## src/rtl/mdu_pkg.sv

```systemverilog
// Shared op codes, FSM states and width-derived constants for the iterative MDU.
package mdu_pkg;

    localparam int MDU_MAX_W = 128;

    typedef enum logic [2:0] {
        OP_MULT  = 3'd0,
        OP_MULTU = 3'd1,
        OP_MADD  = 3'd2,
        OP_MADDU = 3'd3,
        OP_DIV   = 3'd4,
        OP_DIVU  = 3'd5,
        OP_MTHI  = 3'd6,
        OP_MTLO  = 3'd7
    } op_e;

    typedef enum logic [1:0] {
        IDLE,
        CALC,
        FIX
    } state_e;

    // Callers truncate the result to their own WIDTH.
    function automatic logic [MDU_MAX_W-1:0] mdu_all_ones(input int w);
        return (MDU_MAX_W'(1) << w) - MDU_MAX_W'(1);
    endfunction

    function automatic logic [MDU_MAX_W-1:0] mdu_int_min(input int w);
        return MDU_MAX_W'(1) << (w - 1);
    endfunction

endpackage

```

## src/rtl/mdu_step.sv

```systemverilog
// One radix-2 iteration: MSB-first shift-add multiply or restoring divide step.
// The divide path exists only when MDU_DIV_EN is defined.
module mdu_step
    import mdu_pkg::*;
#(
    parameter int WIDTH = 32
) (
`ifdef MDU_DIV_EN
    input  logic               i_div,
    output logic               o_qbit,
`endif
    input  logic [2*WIDTH-2:0] i_acc,
    input  logic [WIDTH-1:0]   i_opnd,
    input  logic               i_bit,
    output logic [2*WIDTH-1:0] o_acc
);

    logic [2*WIDTH-1:0] w_mul;

    assign w_mul = {i_acc, 1'b0} + (i_bit ? {{WIDTH{1'b0}}, i_opnd} : '0);

`ifdef MDU_DIV_EN
    logic [WIDTH:0] w_trial;
    logic [WIDTH:0] w_diff;
    logic           w_ge;

    // Remainder lives in the low bits of the accumulator; the next dividend bit shifts in.
    assign w_trial = {i_acc[WIDTH-1:0], i_bit};
    assign w_diff  = w_trial - {1'b0, i_opnd};
    assign w_ge    = w_trial >= {1'b0, i_opnd};
    assign o_qbit  = i_div & w_ge;
    assign o_acc   = i_div ? {{(WIDTH-1){1'b0}}, (w_ge ? w_diff : w_trial)} : w_mul;
`else
    assign o_acc   = w_mul;
`endif

endmodule

```

## src/rtl/mdu_iterative.sv

```systemverilog
// Iterative multiply/divide unit owning HI/LO; one radix-2 step per cycle.
// Define MDU_DIV_EN to build the divider; otherwise DIV/DIVU pulse illegal_op.
module mdu_iterative
    import mdu_pkg::*;
#(
    parameter int WIDTH = 32
) (
    input  logic             clk,
    input  logic             rst,
    input  logic             start,
    input  logic [2:0]       op,
    input  logic [WIDTH-1:0] rs_val,
    input  logic [WIDTH-1:0] rt_val,
    output logic             busy,
    output logic             done,
    output logic [WIDTH-1:0] hi,
    output logic [WIDTH-1:0] lo,
    output logic             div_by_zero,
    output logic             illegal_op
);

    localparam int CNT_W = $clog2(WIDTH) + 1;
    localparam logic [WIDTH-1:0] INT_MIN = WIDTH'(mdu_int_min(WIDTH));

    state_e             r_state;
    state_e             w_state_nxt;
    op_e                w_op;
    logic [CNT_W-1:0]   r_cnt;
    logic [2*WIDTH-1:0] r_acc;
    logic [2*WIDTH-1:0] w_step_acc;
    logic [2*WIDTH-1:0] w_prod;
    logic [2*WIDTH-1:0] w_sum;
    logic [WIDTH-1:0]   r_bits;
    logic [WIDTH-1:0]   r_opnd;
    logic [WIDTH-1:0]   r_hi;
    logic [WIDTH-1:0]   r_lo;
    logic [WIDTH-1:0]   w_abs_rs;
    logic [WIDTH-1:0]   w_abs_rt;
    logic [WIDTH-1:0]   w_res_hi;
    logic [WIDTH-1:0]   w_res_lo;
    logic               r_neg;
    logic               r_madd;
    logic               r_done;
    logic               r_ill;
    logic               w_qbit;
    logic               w_is_mt;
    logic               w_is_div;
    logic               w_signed;
    logic               w_sa;
    logic               w_sb;
    logic               w_div_ok;
    logic               w_launch;

    assign w_op     = op_e'(op);
    assign w_is_mt  = (w_op == OP_MTHI) || (w_op == OP_MTLO);
    assign w_is_div = (w_op == OP_DIV) || (w_op == OP_DIVU);
    assign w_signed = w_op inside {OP_MULT, OP_MADD, OP_DIV};
    assign w_sa     = w_signed && ((rs_val & INT_MIN) != '0);
    assign w_sb     = w_signed && ((rt_val & INT_MIN) != '0);
    // -INT_MIN wraps to INT_MIN, which is still the correct unsigned magnitude.
    assign w_abs_rs = w_sa ? -rs_val : rs_val;
    assign w_abs_rt = w_sb ? -rt_val : rt_val;

`ifdef MDU_DIV_EN
    assign w_div_ok = 1'b1;
`else
    assign w_div_ok = !w_is_div;
`endif

    assign w_launch = (r_state == IDLE) && start && !w_is_mt && w_div_ok;

    always_comb begin
        w_state_nxt = r_state;
        case (r_state)
            IDLE:    if (w_launch) w_state_nxt = CALC;
            CALC:    if (r_cnt == CNT_W'(WIDTH - 1)) w_state_nxt = FIX;
            FIX:     w_state_nxt = IDLE;
            default: w_state_nxt = IDLE;
        endcase
    end

    always_ff @(posedge clk) begin
        if (rst) r_state <= IDLE;
        else     r_state <= w_state_nxt;
    end

`ifdef MDU_DIV_EN
    localparam logic [WIDTH-1:0] ALL_ONES = WIDTH'(mdu_all_ones(WIDTH));
    logic r_div;
    logic r_rem_neg;
    logic r_dbz;
`endif

    mdu_step #(.WIDTH(WIDTH)) u_step (
`ifdef MDU_DIV_EN
        .i_div  (r_div),
        .o_qbit (w_qbit),
`endif
        .i_acc  (r_acc[2*WIDTH-2:0]),
        .i_opnd (r_opnd),
        .i_bit  (r_bits[WIDTH-1]),
        .o_acc  (w_step_acc)
    );

`ifndef MDU_DIV_EN
    assign w_qbit = 1'b0;
`endif

    assign w_prod = r_neg ? -r_acc : r_acc;
    assign w_sum  = r_madd ? {r_hi, r_lo} + w_prod : w_prod;

    always_comb begin
        {w_res_hi, w_res_lo} = w_sum;
`ifdef MDU_DIV_EN
        if (r_div) begin
            // A zero divisor leaves the dividend in the remainder and all ones in the quotient.
            w_res_hi = r_rem_neg ? -r_acc[WIDTH-1:0] : r_acc[WIDTH-1:0];
            w_res_lo = (r_opnd == '0) ? ALL_ONES : (r_neg ? -r_bits : r_bits);
        end
`endif
    end

    always_ff @(posedge clk) begin
        if (w_launch) begin
            r_acc  <= '0;
            r_bits <= w_is_div ? w_abs_rs : w_abs_rt;
            r_opnd <= w_is_div ? w_abs_rt : w_abs_rs;
            r_neg  <= w_sa ^ w_sb;
            r_madd <= (w_op == OP_MADD) || (w_op == OP_MADDU);
`ifdef MDU_DIV_EN
            r_div     <= w_is_div;
            r_rem_neg <= w_sa;
`endif
        end else if (r_state == CALC) begin
            r_acc  <= w_step_acc;
            r_bits <= {r_bits[WIDTH-2:0], w_qbit};
        end
    end

    always_ff @(posedge clk) begin
        if (rst) begin
            r_hi   <= '0;
            r_lo   <= '0;
            r_done <= 1'b0;
            r_ill  <= 1'b0;
            r_cnt  <= '0;
        end else begin
            r_done <= 1'b0;
            r_ill  <= (r_state == IDLE) && start && !w_div_ok;
            if ((r_state == IDLE) && start && w_is_mt) begin
                if (w_op == OP_MTHI) r_hi <= rs_val;
                else                 r_lo <= rs_val;
                r_done <= 1'b1;
            end
            if (w_launch)               r_cnt <= '0;
            else if (r_state == CALC)   r_cnt <= r_cnt + CNT_W'(1);
            if (r_state == FIX) begin
                r_hi   <= w_res_hi;
                r_lo   <= w_res_lo;
                r_done <= 1'b1;
            end
        end
    end

`ifdef MDU_DIV_EN
    always_ff @(posedge clk) begin
        if (rst)                                    r_dbz <= 1'b0;
        else if ((r_state == IDLE) && start)        r_dbz <= 1'b0;
        else if ((r_state == FIX) && r_div && (r_opnd == '0)) r_dbz <= 1'b1;
    end
    assign div_by_zero = r_dbz;
`else
    assign div_by_zero = 1'b0;
`endif

    assign busy       = (r_state != IDLE);
    assign done       = r_done;
    assign illegal_op = r_ill;
    assign hi         = r_hi;
    assign lo         = r_lo;

endmodule

```

## config.mk

```make
export PLATFORM = sky130hd
export DESIGN_NAME = mdu_iterative
export DESIGN_NICKNAME = d
export VERILOG_FILES = /design/src/rtl/mdu_pkg.sv /design/src/rtl/mdu_step.sv /design/src/rtl/mdu_iterative.sv
export SDC_FILE = /design/constraint.sdc
export NUM_CORES = 1
export LEC_CHECK = 0
export ABC_AREA = 0
export CAP_MARGIN = 20
export CELL_PAD_IN_SITES_DETAIL_PLACEMENT = 0
export CELL_PAD_IN_SITES_GLOBAL_PLACEMENT = 1
export CORE_MARGIN = 3
export CORE_UTILIZATION = 48
export DETAILED_ROUTE_END_ITERATION = 10
export GPL_ROUTABILITY_DRIVEN = 0
export PLACE_DENSITY = 0.95
export SETUP_SLACK_MARGIN = 0.4
export SYNTH_ARGS = -nofsm -noshare
export SYNTH_HDL_FRONTEND = slang
export SYNTH_HIERARCHICAL = 1
export SYNTH_SLANG_ARGS = --single-unit
```

## constraint.sdc

```tcl
create_clock -name clk -period 14.06 [get_ports clk]
set_input_delay 2.812 -clock clk [delete_from_list [all_inputs] [get_ports clk]]
set_output_delay 2.812 -clock clk [all_outputs]
set_load 0.02 [all_outputs]
```

Word level (Yosys, flattened, before mapping)
Cells that the tools add are included.

Add/subtract/negate cells: 6. Equality and inequality tests: 12. Muxes and demuxes: 20. Bitwise operators: 1. Reductions and logical operators: 23.

Operator list (number): 32-bit two-way mux (13); 64-bit adder (2); 64-bit two-way mux (2); 32-bit negation (2); 64-bit negation (1); 3-bit == test (second input constant) (4); 2-bit nonzero test (4); 1-bit logical AND (7); 6-bit by 1-bit adder with 6-bit output (second input constant) (1); 3-bit by 2-bit == test with 1-bit output (second input constant) (2); 6-bit by 5-bit == test with 1-bit output (second input constant) (1); 2-bit AND reduction (3); 2-bit two-way mux (2); 2-bit inequality test (second input constant) (2); 2-bit case mux with 2 select lines (1); 3-bit logical NOT (1); 1-bit logical OR (3); 3-bit nonzero test (1); 2-bit by 1-bit == test with 1-bit output (second input constant) (1); 2-bit == test (second input constant) (1); 1-bit logical NOT (2); 2-bit logical NOT (1); 1-bit two-way mux (2); 2-bit by 1-bit inequality test with 1-bit output (second input constant) (1); other kinds (2) (2).

Flip-flop bits (word level): 204. Word-level logic and storage cells: 73.

Logic depth before layout (Yosys ltp)
Gate-level depths: netlist of run 1.

Word-level depth: 7. Mapped depth: 22.

Hierarchy
Netlist of run 1, hierarchy kept.

By module, submodules not included: mdu_iterative (times used 1, cells an instance 1947, area an instance 15026.9 um^2); mdu_step (times used 1, cells an instance 372, area an instance 2541.2 um^2).

Least setup slack after synthesis of run 1
OpenSTA, ideal clock, no wires.

Path kind: input port to flip-flop. From: input port rs_val[9]. To: register r_opnd[27] (data pin). Data arrival time: 5.238 ns. Required time: 13.796 ns. Path slack: 8.558 ns. Stages: 9. Path buffers: 0. Path through: or4_1 -> or2_2 -> or3_1 -> nor4_1 -> nor3b_1 -> a21oi_1 -> xor2_1 -> nand2_1 -> o21ai_0.

Word-level cells in the longest chain between the ends: 3.

Ends and longest elaborated chain: start: declaration (line mdu_iterative.sv:12) `input logic [WIDTH-1:0] rs_val,`; 32-bit negation (line mdu_iterative.sv:61) `assign w_abs_rs = w_sa ? -rs_val : rs_val;`; 32-bit two-way mux (line mdu_iterative.sv:61); 32-bit two-way mux (line mdu_iterative.sv:127) `r_opnd <= w_is_div ? w_abs_rt : w_abs_rs;`; end signal: assignment (line mdu_iterative.sv:127); end: declaration (line mdu_iterative.sv:34) `logic [WIDTH-1:0] r_opnd;`.

Every way passes these cells. A chain may end at the register's enable or synchronous reset.

Worst setup path in the final report of run 1
From: register r_acc[3]. To: register r_hi[21] (netlist: hi[21]).

Word-level cells in the longest chain between the ends: 5.

Ends and longest elaborated chain: start: declaration (line mdu_iterative.sv:29) `logic [2*WIDTH-1:0] r_acc;`; start signal: assignment (line mdu_iterative.sv:135) `r_acc <= w_step_acc;`; 64-bit negation (line mdu_iterative.sv:109) `assign w_prod = r_neg ? -r_acc : r_acc;`; 64-bit two-way mux (*) (line mdu_iterative.sv:109); 64-bit adder (line mdu_iterative.sv:110) `assign w_sum = r_madd ? {r_hi, r_lo} + w_prod : w_prod;`; 64-bit two-way mux (*) (line mdu_iterative.sv:110); 32-bit two-way mux (*) (line mdu_iterative.sv:157) `if (r_state == FIX) begin`; end signal: assignment (line mdu_iterative.sv:151) `if (w_op == OP_MTHI) r_hi <= rs_val;`; end signal: assignment (line mdu_iterative.sv:158) `r_hi <= w_res_hi;`; end: declaration (line mdu_iterative.sv:35) `logic [WIDTH-1:0] r_hi;`.

Every way passes the cells marked *; elsewhere a longest branch is shown, timed or not.

==> results by stage, run 1 <==
Outcome:
- The run finished with clean final reports.

GRT:
- The via count of the first global-routing pass is 16000.
- For this run, global-route usage on met1 was measured as 0.407.
- The largest net degree at the start of global routing is 99.
- Across every metal layer, demand over resource in global routing totals 0.282.
- met2 is the most crowded layer.
- For this run the aggregate overflow at the end of global routing stands at 0.
- The global-route track usage on met3 is 0.0447.
- For met2 alone, demand over resource in global routing was 0.429.
- The wire length of the first global-routing pass is 88.0 mm.
- The number of antenna violations at the first check in global routing came to 0.

Timing:
- The count of final max-slew check failures is 0.
- The aggregate negative setup slack is 0 ns.
- Dividing the final minimum period by the clock period gives 0.427.
- Setup repair after global routing left no endpoint under its margin.
- The highest achievable clock rate is between 150 and 200 MHz.
- Setup violations remaining at the end of the flow were counted as 0.
- The count of endpoints failing hold in the final timing report is 0.
- Between clock sinks in the finished design, the worst skew comes to 0.0167 ns.
- The worst slew margin relative to its limit is 0.246.
- The time the worst path needs with I/O delays and setup is 6.01 ns.
- The post-layout worst setup margin is 8.05 ns.
- For the pin with the worst max-slew slack, the measured transition is 1.13 ns.

Synthesis:
- The cell count after synthesis is about 2300.
- After synthesis the cells add up to 17600 um^2.
- The post-synthesis average cell area is about 7.6 um^2.
- The part of the Yosys area used for sequential elements is 0.270.
- Counting flops with an async set or reset pin after synthesis yields a share of 0.
- Summed over all instances, the cell type with the most area after synthesis is sky130_fd_sc_hd__dfxtp_1.
- The area share of the leading cell type in the synthesized netlist is 0.157.
- During synthesis, Yosys emitted a total of 6 warnings.
- The net count after synthesis is 2503.
- The count of unique library cells instantiated by Yosys is 83.
- The most used flip-flop cell after synthesis is sky130_fd_sc_hd__dfxtp_1.
- After synthesis the netlist holds a flip-flop and latch count of 204.
- In the post-synthesis netlist, the biggest area contributors are sky130_fd_sc_hd__dfxtp_1 16%, sky130_fd_sc_hd__edfxtp_1 11%, sky130_fd_sc_hd__nand2_1 8.8%.
- The count of flip-flops with a built-in enable after synthesis is 66.

Clocking:
- After clock tree synthesis, the clock-pin slew on the worst setup and hold paths is ~0.060 ns.
- Gates resized during post-CTS repair numbered 0.
- In this run, post-CTS hold repair placed 0 buffers.
- In this run, CTS created clock tree buffers numbering 26.
- The buffer levels on the longest clock path is 3.
- TritonCTS built the clock tree.
- The clock tree root driver cell is sky130_fd_sc_hd__clkbuf_16.
- Once the clock tree was built, the setup fixing pass inserted 0 buffers.
- The number of sinks driven by the clock tree is 204.
- CTS built an H-tree with a depth of 1.
- The source-to-sink clock delay at the later pin of the worst-skew pair is 0.55 ns.

Drt:
- Once detail routing completed, the nets flagged for antenna violations numbered 0.
- The total detailed-routing wirelength is 57.2 mm.
- The detailed router placed roughly 18000 vias in this run.
- For this run, the detailed router's first-pass iteration total came to 6.
- The detailed router's first-iteration violation count is 1853.
- After detailed routing, the number of remaining DRC violations is 0.
- The per-cell routed wire length is 20.1 um.
- Using the TritonRoute via totals, the vias-per-cell ratio works out to just over 6.

Min path:
- The path with the worst hold slack has its endpoint at r_cnt[1]$_SDFFE_PP0P_.
- The hold-critical path depth is 2.
- In this run the most critical hold path is launched from r_cnt[1]$_SDFFE_PP0P_.
- The classification of the worst-slack hold path is reg2reg.

Cells and area:
- The multi-input gate area in the final layout is between 10000 and 15000 um^2.
- Relative to the synthesized area, the layout overhead comes to 13.7%.
- The net count of the finished layout is approximately 2600.
- The final cell count without fillers is 2850.
- 0 antenna diodes ended up in the layout.
- The most common cell after layout, fill and taps aside is sky130_fd_sc_hd__nand2_1.
- The layout filler cell count is 3320.
- The library cells used most frequently in the layout, excluding fill and tap cells, are 413 x sky130_fd_sc_hd__nand2_1, 258 x sky130_fd_sc_hd__a21oi_1, 174 x sky130_fd_sc_hd__o21ai_0.
- The combined flip-flop and latch cell area is between 4000 and 5000 um^2.
- In the final layout, the share of cells above drive strength 1 is 0.0490.

Die:
- The die span in x is 197 um.
- The vertical extent of the die is 197 um.
- Pin placement for this block handled 138 I/O pins.
- For this configuration, the core starts out at a cell density of 0.490.
- After floorplanning, the core was divided into 69 placement rows.
- In this run the standard cell core region covers about 36000 um^2.
- The area enclosed by the die boundary is slightly below 40000 um^2.

Placement:
- OpenSTA, run right after detailed placement, puts the worst setup slack at 7.85 ns.
- Detailed placement ended at an HPWL of about 43 mm.
- The number of I/O port buffers is 136.
- Counting tap cells, the placed design contains a total of 2800 instances.

Critical path:
- The category of the critical setup timing path is reg2reg.
- On the critical path, the stage with the largest delay is an instance of sky130_fd_sc_hd__nor3_1.
- The delay of the slowest cell on the worst path is 0.69 ns.
- Traced cell by cell, the critical path runs through or4_1 > nor4_1 > nand2b_1 > or3_2 > or4_1 > o21ai_0 > nand2_1 > xor2_1 > ha_1 > nand4_1 > inv_1 > a211oi_1 > o31ai_1 > inv_1 > a31oi_1 > a21oi_1 > nor3_1 > a21boi_0 > xnor2_1 > a31oi_1.
- In this run the critical register-to-register path is launched from r_acc[3]$_SDFFE_PP0P_.
- The endpoint of the worst register-to-register path is hi[21]$_SDFFE_PP0P_.
- Data arrives at the worst endpoint at 6.40 ns.
- The critical path contains buffers and inverters numbering 2 combined.
- The worst-case reg-to-reg path depth is 20.
- Data on the critical path is required at its endpoint by approximately 14 ns.
- The worst setup path is launched from a flop.
- The maximum fanout encountered on the critical timing path is 10.
- The register-to-register setup slack is roughly 8 ns.
- The top cell family by delay on the critical path is simple AND/OR/NAND/NOR gates.
- The endpoint type of the worst setup path is a flop.

Run:
- The tool flagged a number of max-cap violations equal to 0.

Power:
- Across the VDD grid, the largest voltage drop is 0.0892 mV.
- The leakage power total is 7.97 nW.
- Power spread over the standard cell area amounts to 109 nW/um^2.
[worst max-delay path by stage]
stage                          start                    to  slack (ns)  cells after the start
2_1_floorplan              rs_val[9]  r_opnd[27]$_DFFE_PP_        8.56                      9
3_5_place_dp               rs_val[9]  r_opnd[27]$_DFFE_PP_        7.85                     11
5_1_grt        r_acc[3]$_SDFFE_PP0P_   hi[21]$_SDFFE_PP0P_        7.59                     20
6_report       r_acc[3]$_SDFFE_PP0P_   hi[21]$_SDFFE_PP0P_        8.05                     20
3_3_place_gp               rs_val[9]  r_opnd[27]$_DFFE_PP_        7.87                     11
4_1_cts        r_acc[3]$_SDFFE_PP0P_   hi[31]$_SDFFE_PP0P_        8.20                     19
[cell usage after synthesis (all sizes together), types with 10 or more instances]
cell type / number
mux2: 10
a31oi: 33
ha: 112
mux2i: 24
nand4: 34
dfxtp: 138
or4: 12
a211oi: 31
o31ai: 19
a21oi: 259
o21ai: 175
nor3: 57
nand3: 43
o21bai: 20
nor2: 143
nor4: 21
buf: 17
o41ai: 14
o211ai: 17
nand2: 415
nor2b: 13
edfxtp: 66
o21a: 14
inv: 39
a221oi: 11
and3: 16
and2: 43
nand2b: 13
clkbuf: 114
xor2: 90
a21o: 52
xnor2: 152
or3: 20
[flip-flops by register name, indices dropped and copies added, names as in the netlist]
signal,cells
done,1
r_madd,1
r_cnt,6
r_neg,1
r_state,2
hi,32
r_bits,32
r_opnd,32
illegal_op,1
lo,32
r_acc,64
[per-stage QoR]
step	area, um^2	hold WS (ns)	total power [W]	utilization
4_1_cts	19900	0.485	0.00215	0.556
3_3_place_gp	19100	0.457	0.00148	0.533
2_1_floorplan	17600	0.449	0.00128	-
6_report	20000	0.487	0.00217	0.557
5_1_grt	20000	0.517	0.00228	0.557
3_5_place_dp	19100	0.476	0.00149	0.533
[layer usage]
layer,vias up,share of wire
li1,8408,-
met1,8222,0.44
met2,856,0.42
met3,109,0.10
met4,0,0.037
met5,-,0
[worst min-delay path, delay by kind of cell (launching register included)]
kind	cells	cell delay, ns
simple gates	1	0.06
compound gates	1	0.05
flops	1	0.33
[final cells by class]
cell class,instances,area share
Clock buffer,37,0.0377
Clock inverter,11,0.00414
Inverter,39,0.00733
Multi-Input combinational cell,1944,0.609
Sequential cell,204,0.238
Tap cell,461,0.0289
Timing Repair Buffer,154,0.0757
[power breakdown]
group | switching (W) | internal (W) | total (W)
Combinational | 0.000504 | 0.000300 | 0.000805
Clock | 0.000274 | 0.000389 | 0.000663
Sequential | 0.0000498 | 0.000655 | 0.000705
Total | 0.000828 | 0.00134 | 0.00217
[cell families after synthesis]
group                      Yosys count  synth area share
muxes                               35            0.0214
and+or+nand+nor                    854             0.222
AOI/OAI and AO/OA                  698             0.244
adders and majority gates          114            0.0820
buffers and inverters              171            0.0395
DFF                                204             0.270
other                                1          0.000213
xor gates and xnor gates           242             0.121
Note: power is estimated with default switching activity, not from simulation.
==> run 2, diff against run 1 <==
Settings changed: CORE_UTILIZATION 48 to 40, PLACE_DENSITY 0.95 to 0.88.
Clock period 14.06 ns to 4.9 ns, I/O delays scaled along.
==> run 2 against run 1 <==
  * The flow now finishes with violations (setup timing)
  * Clock skew about the same
  * Clock power increased to 3.2 times the previous value
  * First-iteration DRC count increased by 5.3%
  * Register-to-register slack got worse by 8.3 ns
  * Worst hold slack got worse by 0.019 ns
  * Setup slack got worse by 8.3 ns
  * Utilization decreased by 3.1 points
  * Sequential cell count unchanged
  * Via count increased by 5.8%
  * Global-route usage decreased by 2.7 points
  * Critical endpoint is now hi[31]$_SDFFE_PP0P_
==> results by stage, run 2 (synthesis gave the netlist of run 1 again) <==
Min path:
- The worst hold path begins at r_acc[63]$_SDFFE_PP0P_.
- The min-delay analysis places its worst path in the category reg2reg.
- The hold-critical path depth is 2 (unchanged).

Power:
- The net load switching power was 0.00263 W (+220%).
- The total power is 0.00716 W (+230%).
- The clock share of power is 0.297 (-0.008).
- The power per standard cell area is 314 nW/um^2 (+190%).
- The leakage power total is 9.38 nW (+18%).
- The net switching share of the total power came to 0.367 (-0.0141).
- The worst-case vdd ir drop is 0.277 mV (+210%).
- The part of the power in combinational logic is 0.428 (+0.058).
- The sequential group share of total power is 0.275 (-0.049).
- The cell internal power dissipation is 0.00453 W (+240%).

Critical path:
- The critical path data arrival time is 5.61 ns (-0.79 ns).
- The delay of the slowest cell on the worst path is 0.55 ns (-0.14 ns).
- The endpoint type of the worst setup path is a flop.
- Among all stages on the critical path, the largest delay is contributed by sky130_fd_sc_hd__or4_4.
- The worst-case reg-to-reg path depth is 19 (-5.0%).
- The maximum fanout encountered on the critical timing path is 3 (-7).
- Walking the worst path, the cells encountered are or4_4 > nor4_4 > or3b_4 > or3_4 > or4_4 > o21ai_1 > nand2_1 > xor2_1 > ha_1 > a21o_1 > a31oi_2 > o21ai_2 > nor4bb_4 > a22oi_2 > o211ai_1 > o211ai_1 > a221oi_2 > mux4_2 > o211a_1.
- The worst register-to-register path begins at r_acc[13]$_SDFFE_PP0P_.
- The worst setup path is launched from a flop.
- The worst endpoint required time is 5.35 ns (-9.10 ns).
- The first element of the critical path is r_acc[13]$_SDFFE_PP0P_.
- The setup path with the least slack is of type reg2reg.

GRT:
- The wire length of the first global-routing pass is 95.6 mm (+8.6%).
- The total congestion overflow was 0 (unchanged).
- The largest net degree at the start of global routing was 70 (-29%).
- The number of antenna violations at the first check in global routing is 0 (unchanged).
- The total routing resource utilization after global routing is 0.255 (-0.0272).
- The via count of the first global-routing pass came to 17400 (+8.3%).

Die:
- The die span in x is 216 um (+9.3%).
- The vertical extent of the die is 216 um (+9.3%).
- The site row count is 76 (+10%).
- The number of ports placed on the die boundary is 138 (unchanged).
- The area enclosed by the die boundary is 46500 um^2 (+19%).
- The initial cell density of the core is 0.406 (-0.0843).
- The standard cell core area is 43300 um^2 (+21%).

Placement:
- The standard cell area after detailed placement is 20800 um^2 (+8.9%).
- The worst slack at placement is -0.430 ns (-8.28 ns).
- The number of I/O port buffers was 136 (unchanged).
- The detailed placer's ending HPWL is 47.1 mm (+8.8%).
- The number of placed instances with taps included is 3117 (+11%).

Cells and area:
- The net count of the finished layout came to 2775 (+8.7%).
- The register with the most flip-flops in the final layout is r_acc.
- The antenna diode instance count is 0 (unchanged).
- The layout filler cell count is 4015 (+21%).
- The post-route cell area was 22800 um^2 (+14%).
- The final cell count without fillers came to 3195 (+12%).
- Leaving out fill and tap cells, the most frequent cells in the layout are 407 x sky130_fd_sc_hd__nand2_1, 235 x sky130_fd_sc_hd__a21oi_1, 228 x sky130_fd_sc_hd__buf_4.
- The fraction of layout instances using a drive strength above 1 was 0.179 (+0.130).
- The number of flip-flops under the largest register name is 64 (unchanged).
- Leaving out fill and tap cells, the most frequent cell in the layout is sky130_fd_sc_hd__nand2_1.
- The relative area change from synthesis to final layout is 29.7%.

Timing:
- The count of endpoints failing hold in the final timing report came to 0 (unchanged).
- The final-report setup violation count is 6 (+6).
- The part of the cycle the worst path needs came to 1.05 (+0.625).
- The time the worst path needs with I/O delays and setup is 5.16 ns (-0.852 ns).
- The setup clock skew after layout is 0.0167 ns (+0.0000177 ns).
- The highest achievable clock rate is 194 MHz (+17%).
- The post-layout worst setup margin is -0.256 ns (-8.31 ns).
- The count of final max-slew check failures is 0 (unchanged).
- The worst slew margin relative to its limit came to 0.262 (+0.0152).
- The transition time at the pin with the least slew margin came to 1.10 ns (-0.0228 ns).
- Setup repair after global routing could not meet its margin everywhere.

Clocking:
- The number of sinks driven by the clock tree is 204 (unchanged).
- The number of buffers inserted during clock tree synthesis is 26 (unchanged).
- TritonCTS built the clock tree.
- The clock tree root driver cell is sky130_fd_sc_hd__clkbuf_16.
- The clock slew seen by the registers of the worst setup and hold paths is 0.06 ns (about the same).
- The depth of the CTS H-tree was 1 (unchanged).
- The buffer levels on the longest clock path is 3 (unchanged).
- The source-to-sink clock delay at the later pin of the worst-skew pair is 0.57 ns (+0.02 ns).

Drt:
- The via count is 18600 (+5.8%).
- The total detailed-routing wirelength was 62.5 mm (+9.2%).
- The per-cell routed wire length came to 19.5 um (-2.6%).
- The detailed router's first-iteration violation count is 1951 (+5.3%).
- The iteration count of the initial detailed-routing pass is 5 (-1).
- The remaining routing DRC violations was 0 (unchanged).
- The via-per-instance ratio was 5.83 (-5.6%).
- The antenna violation net count after detailed routing is 0 (unchanged).

Run:
- The number of maximum-capacitance constraint violations is 0 (unchanged).

Outcome:
- The final reports fail on setup timing.
- The run finished, with violations left.
==> run 2: cell count changes in the layout (fill, tap and decap cells not counted), sizes merged <==
cell,previous run,this run
bufinv,1,5
clkinvlp,2,0
clkinv,8,5
buf,19,241
==> run 2: final timing paths <==
check,end,slack (ns)
worst max-delay path,hi[31]$_SDFFE_PP0P_,-0.26
worst min-delay path,r_acc[63]$_SDFFE_PP0P_,0.47
worst max register to register,hi[31]$_SDFFE_PP0P_,-0.26
worst min register to register,r_acc[63]$_SDFFE_PP0P_,0.47
==> run 2: layout make-up <==
cell class | count | area (um^2) | share of cell area
tap | 585 | 732 | 0.0321
clock buffer | 37 | 763 | 0.0335
multi-input combinational | 1944 | 13000 | 0.571
timing repair buffer | 376 | 3220 | 0.141
sequential | 204 | 4750 | 0.208
clock inverter | 10 | 176 | 0.00774
inverter | 39 | 146 | 0.00642
==> run 2: power groups by stage <==
stage | sequential, W | clock, W | combinational (W)
global placement | 0.00199 | 0 | 0.00266
finish | 0.00197 | 0.00213 | 0.00307
detailed placement | 0.00200 | 0 | 0.00270
floorplan | 0.00202 | 0 | 0.00170
global route | 0.00198 | 0.00223 | 0.00330
CTS | 0.00196 | 0.00216 | 0.00281
==> run 2: repair_timing <==
action | CTS | global route
setup buffers | 14 | 17
hold buffers | 0 | 0
setup endpoints to repair | 34 | 40
gates resized for setup | 71 | 97
pin swaps | 45 | 57
==> run 2: critical path: cells and delay by family, from the launching register on <==
kind                     cells  cell delay, ns
AND/OR/NAND/NOR              7            2.30
AO/OA/AOI/OAI                9            1.64
multiplexers                 1            0.33
adder cells (fa/ha/maj)      1            0.32
flip-flops                   1            0.31
XOR/XNOR                     1            0.16
==> run 2: layer usage <==
metal  global-route usage  vias to the layer above  part of all wire
met5                    0                        -                 0
met4                0.107                        0             0.046
met3               0.0501                      122             0.095
met2                0.377                      822              0.41
met1                0.361                     8840              0.45
li1                     -                     8838                 -
==> run 2: stage by stage <==
stage / utilization / hold WS [ns] / TNS [ns]
detailed placement: 0.481 / 0.463 / -1.92
finish: 0.527 / 0.468 / -0.488
global route: 0.527 / 0.509 / -2.25
CTS: 0.513 / 0.470 / -0.113
global placement: 0.481 / 0.460 / -0.885
floorplan: - / 0.449 / -0.130
==> run 3, diff against run 2 <==
Settings changed: SKIP_CTS_REPAIR_TIMING set to 1.
==> run 3 against run 2 <==
  * The run still ends with setup timing left
  * Critical path type unchanged
  * Utilization fell by 0.85 points
  * Largest cell class unchanged
  * Count of clock-buffer cells in the layout unchanged
  * First-iteration DRC count rose by 1.4%
  * Sequential cell count unchanged
==> results by stage, run 3 (synthesis gave the netlist of run 1 again) <==
Cells and area:
- The antenna diode instance count is 0 (unchanged).
- The net count of the finished layout is 2760 (-0.54%).
- The relative area change from synthesis to final layout is 27.6%.
- The fraction of layout instances using a drive strength above 1 came to 0.162 (-0.0167).
- The number of flip-flops under the largest register name was 64 (unchanged).
- The final core utilization is 0.518 (-0.00853).
- The library cells used most frequently in the layout, excluding fill and tap cells, are 411 x sky130_fd_sc_hd__nand2_1, 245 x sky130_fd_sc_hd__a21oi_1, 218 x sky130_fd_sc_hd__buf_4.
- The layout filler cell count came to 4069 (+1.3%).
- The library cell used most frequently in the layout, excluding fill and tap cells, is sky130_fd_sc_hd__nand2_1.
- The register with the most flip-flops in the final layout is r_acc.

Power:
- The leakage power total is 9.25 nW (-1.3%).
- The worst-case vdd ir drop was 0.271 mV (-2.0%).
- The power per standard cell area is 312 nW/um^2 (-0.74%).

Drt:
- The via count was 18500 (-0.75%).
- The detailed router's first-iteration violation count came to 1979 (+1.4%).
- The total detailed-routing wirelength came to 61.7 mm (-1.2%).
- The remaining routing DRC violations came to 0 (unchanged).
- The iteration count of the initial detailed-routing pass came to 6 (+1).
- The via-per-instance ratio is 5.81 (-0.28%).
- The per-cell routed wire length was 19.4 um (-0.73%).
- The antenna violation net count after detailed routing is 0 (unchanged).

Critical path:
- The delay of the slowest cell on the worst path is 0.55 ns (about the same).
- The worst-case reg-to-reg path depth is 19 (unchanged).
- On the critical path the largest part of the delay comes from simple AND/OR/NAND/NOR gates.
- Tracing the worst setup path back leads to its startpoint at r_acc[13]$_SDFFE_PP0P_.
- The maximum fanout encountered on the critical timing path is 4 (+1).
- The register-to-register setup slack is -0.30 ns (-0.04 ns).
- The worst endpoint required time is 5.35 ns (about the same).
- The worst register-to-register path ends at hi[31]$_SDFFE_PP0P_.
- The total buffers and inverters traversed by the critical path is 0 (unchanged).
- In this run the critical register-to-register path is launched from r_acc[13]$_SDFFE_PP0P_.
- Walking the worst path, the cells encountered are or4_4 > nor4_4 > or3b_4 > or3_4 > or4_4 > o21ai_1 > nand2_1 > xor2_1 > ha_1 > a21o_1 > a31oi_2 > o21ai_2 > o21ai_0 > a22oi_2 > o211ai_1 > o211ai_1 > a221oi_2 > mux4_2 > o211a_1.
- The critical path data arrival time is 5.64 ns (+0.03 ns).
- The element type at the critical path start is a flop.
- The critical path is of the reg2reg type.
- The endpoint type of the worst setup path is a flop.
- The library cell contributing the largest single delay on the critical path is sky130_fd_sc_hd__or4_4.

Die:
- The initial cell density of the core was 0.406 (unchanged).
- The standard cell core area is 43300 um^2 (unchanged).
- The vertical extent of the die came to 216 um (unchanged).
- The site row count is 76 (unchanged).
- The area enclosed by the die boundary is 46500 um^2 (unchanged).
- The die span in x is 216 um (unchanged).
- The number of ports placed on the die boundary is 138 (unchanged).

GRT:
- The via count of the first global-routing pass was 17200 (-0.96%).
- The wire length of the first global-routing pass is 94.6 mm (-1.0%).
- The total routing resource utilization after global routing is 0.252 (-0.00256).
- The total congestion overflow is 0 (unchanged).
- The number of antenna violations at the first check in global routing is 0 (unchanged).
- The largest net degree at the start of global routing was 70 (unchanged).

Min path:
- The worst hold path belongs to the class reg2reg.
- The hold-critical path depth was 2 (unchanged).
- The worst hold path terminates at r_acc[63]$_SDFFE_PP0P_.
- The startpoint identified for the worst hold timing path is r_acc[63]$_SDFFE_PP0P_.

Timing:
- The worst slew margin relative to its limit is 0.267 (+0.00506).
- The setup clock skew after layout is 0.0168 ns (+0.000128 ns).
- The final-report setup violation count came to 11 (+5).
- The transition time at the pin with the least slew margin is 1.10 ns (-0.00756 ns).
- Setup repair after global routing could not meet its margin everywhere.
- The time the worst path needs with I/O delays and setup came to 5.20 ns (+0.0398 ns).
- The highest achievable clock rate is 192 MHz (-0.77%).
- The part of the cycle the worst path needs is 1.06 (+0.00811).
- The count of endpoints failing hold in the final timing report was 0 (unchanged).
- The count of final max-slew check failures came to 0 (unchanged).
- The post-layout worst setup margin is -0.296 ns (-0.0398 ns).

Clocking:
- The number of sinks driven by the clock tree is 204 (unchanged).
- The source-to-sink clock delay at the later pin of the worst-skew pair is 0.56 ns (about the same).
- The number of buffers inserted during clock tree synthesis is 26 (unchanged).
- The buffer levels on the longest clock path is 3 (unchanged).
- The clock slew seen by the registers of the worst setup and hold paths is 0.06 ns (about the same).
- The depth of the CTS H-tree was 1 (unchanged).
- Clock tree synthesis selected as its root buffer the cell sky130_fd_sc_hd__clkbuf_16.
- TritonCTS built the clock tree.

Placement:
- The number of I/O port buffers came to 136 (unchanged).
- The worst slack at placement came to -0.430 ns (unchanged).
- The detailed placer's ending HPWL is 47.1 mm (unchanged).

Outcome:
- The run finished, with violations left.
- The final reports fail on setup timing.

Run:
- The number of maximum-capacitance constraint violations is 0 (unchanged).
## run 3: changes by cell type in the layout (fill, tap and decap cells not counted), sizes merged
cell  delta
buf     -15
## run 3: worst max-delay path by stage
| stage | end | cells past startpoint |
|---|---|---|
| after floorplan | hi[31]$_SDFFE_PP0P_ | 19 |
| after global placement | hi[31]$_SDFFE_PP0P_ | 19 |
| after detailed placement | hi[31]$_SDFFE_PP0P_ | 19 |
| after CTS | hi[31]$_SDFFE_PP0P_ | 19 |
| after global routing | hi[31]$_SDFFE_PP0P_ | 19 |
| final | hi[31]$_SDFFE_PP0P_ | 19 |
## run 3: power by group
part	total (W)	internal, W	leakage, nW	switching (W)
clock	0.00212	0.00134	0.460	0.000786
combinational	0.00290	0.00123	7.04	0.00168
sequential	0.00197	0.00188	1.75	0.0000878
## run 3: through the flow
| step | hold slack [ns] | power [W] | area (um^2) | std cells | setup TNS [ns] |
|---|---|---|---|---|---|
| 2_1_floorplan | 0.449 | 0.00372 | 17700 | 2319 | -0.130 |
| 3_3_place_gp | 0.460 | 0.00465 | 20800 | 3117 | -0.885 |
| 3_5_place_dp | 0.463 | 0.00470 | 20800 | 3117 | -1.92 |
| 4_1_cts | 0.470 | 0.00684 | 21700 | 3164 | -2.06 |
| 5_1_grt | 0.509 | 0.00736 | 22400 | 3180 | -4.31 |
| 6_report | 0.470 | 0.00699 | 22400 | 3180 | -1.11 |
## run 3: area by class of cell
class | count | area [um^2] | share of cell area
flip-flops and latches | 204 | 4750 | 0.212
multi-input cells | 1944 | 12800 | 0.570
clock buffers | 37 | 763 | 0.0340
inverters | 39 | 146 | 0.00653
repair buffers | 361 | 3080 | 0.137
well taps | 585 | 732 | 0.0326
clock inverters | 10 | 176 | 0.00787
## run 3: worst reg2reg max path, stage by stage (launching register included)
cell	delay (ns)
sky130_fd_sc_hd__dfxtp_2	0.32
sky130_fd_sc_hd__or4_4	0.55
sky130_fd_sc_hd__nor4_4	0.15
sky130_fd_sc_hd__or3b_4	0.41
sky130_fd_sc_hd__or3_4	0.37
sky130_fd_sc_hd__or4_4	0.45
sky130_fd_sc_hd__o21ai_1	0.14
sky130_fd_sc_hd__nand2_1	0.07
sky130_fd_sc_hd__xor2_1	0.15
sky130_fd_sc_hd__ha_1	0.35
sky130_fd_sc_hd__a21o_1	0.21
sky130_fd_sc_hd__a31oi_2	0.21
sky130_fd_sc_hd__o21ai_2	0.12
sky130_fd_sc_hd__o21ai_0	0.29
sky130_fd_sc_hd__a22oi_2	0.15
sky130_fd_sc_hd__o211ai_1	0.20
sky130_fd_sc_hd__o211ai_1	0.18
sky130_fd_sc_hd__a221oi_2	0.30
sky130_fd_sc_hd__mux4_2	0.33
sky130_fd_sc_hd__o211a_1	0.13
## run 3: layer usage
| metal | up-vias | part of all wire | global-route usage |
|---|---|---|---|
| met1 | 8713 | 0.44 | 0.360 |
| met4 | 0 | 0.044 | 0.0991 |
| met3 | 122 | 0.098 | 0.0482 |
| met5 | - | 0 | 0 |
| met2 | 833 | 0.41 | 0.375 |
| li1 | 8814 | - | - |
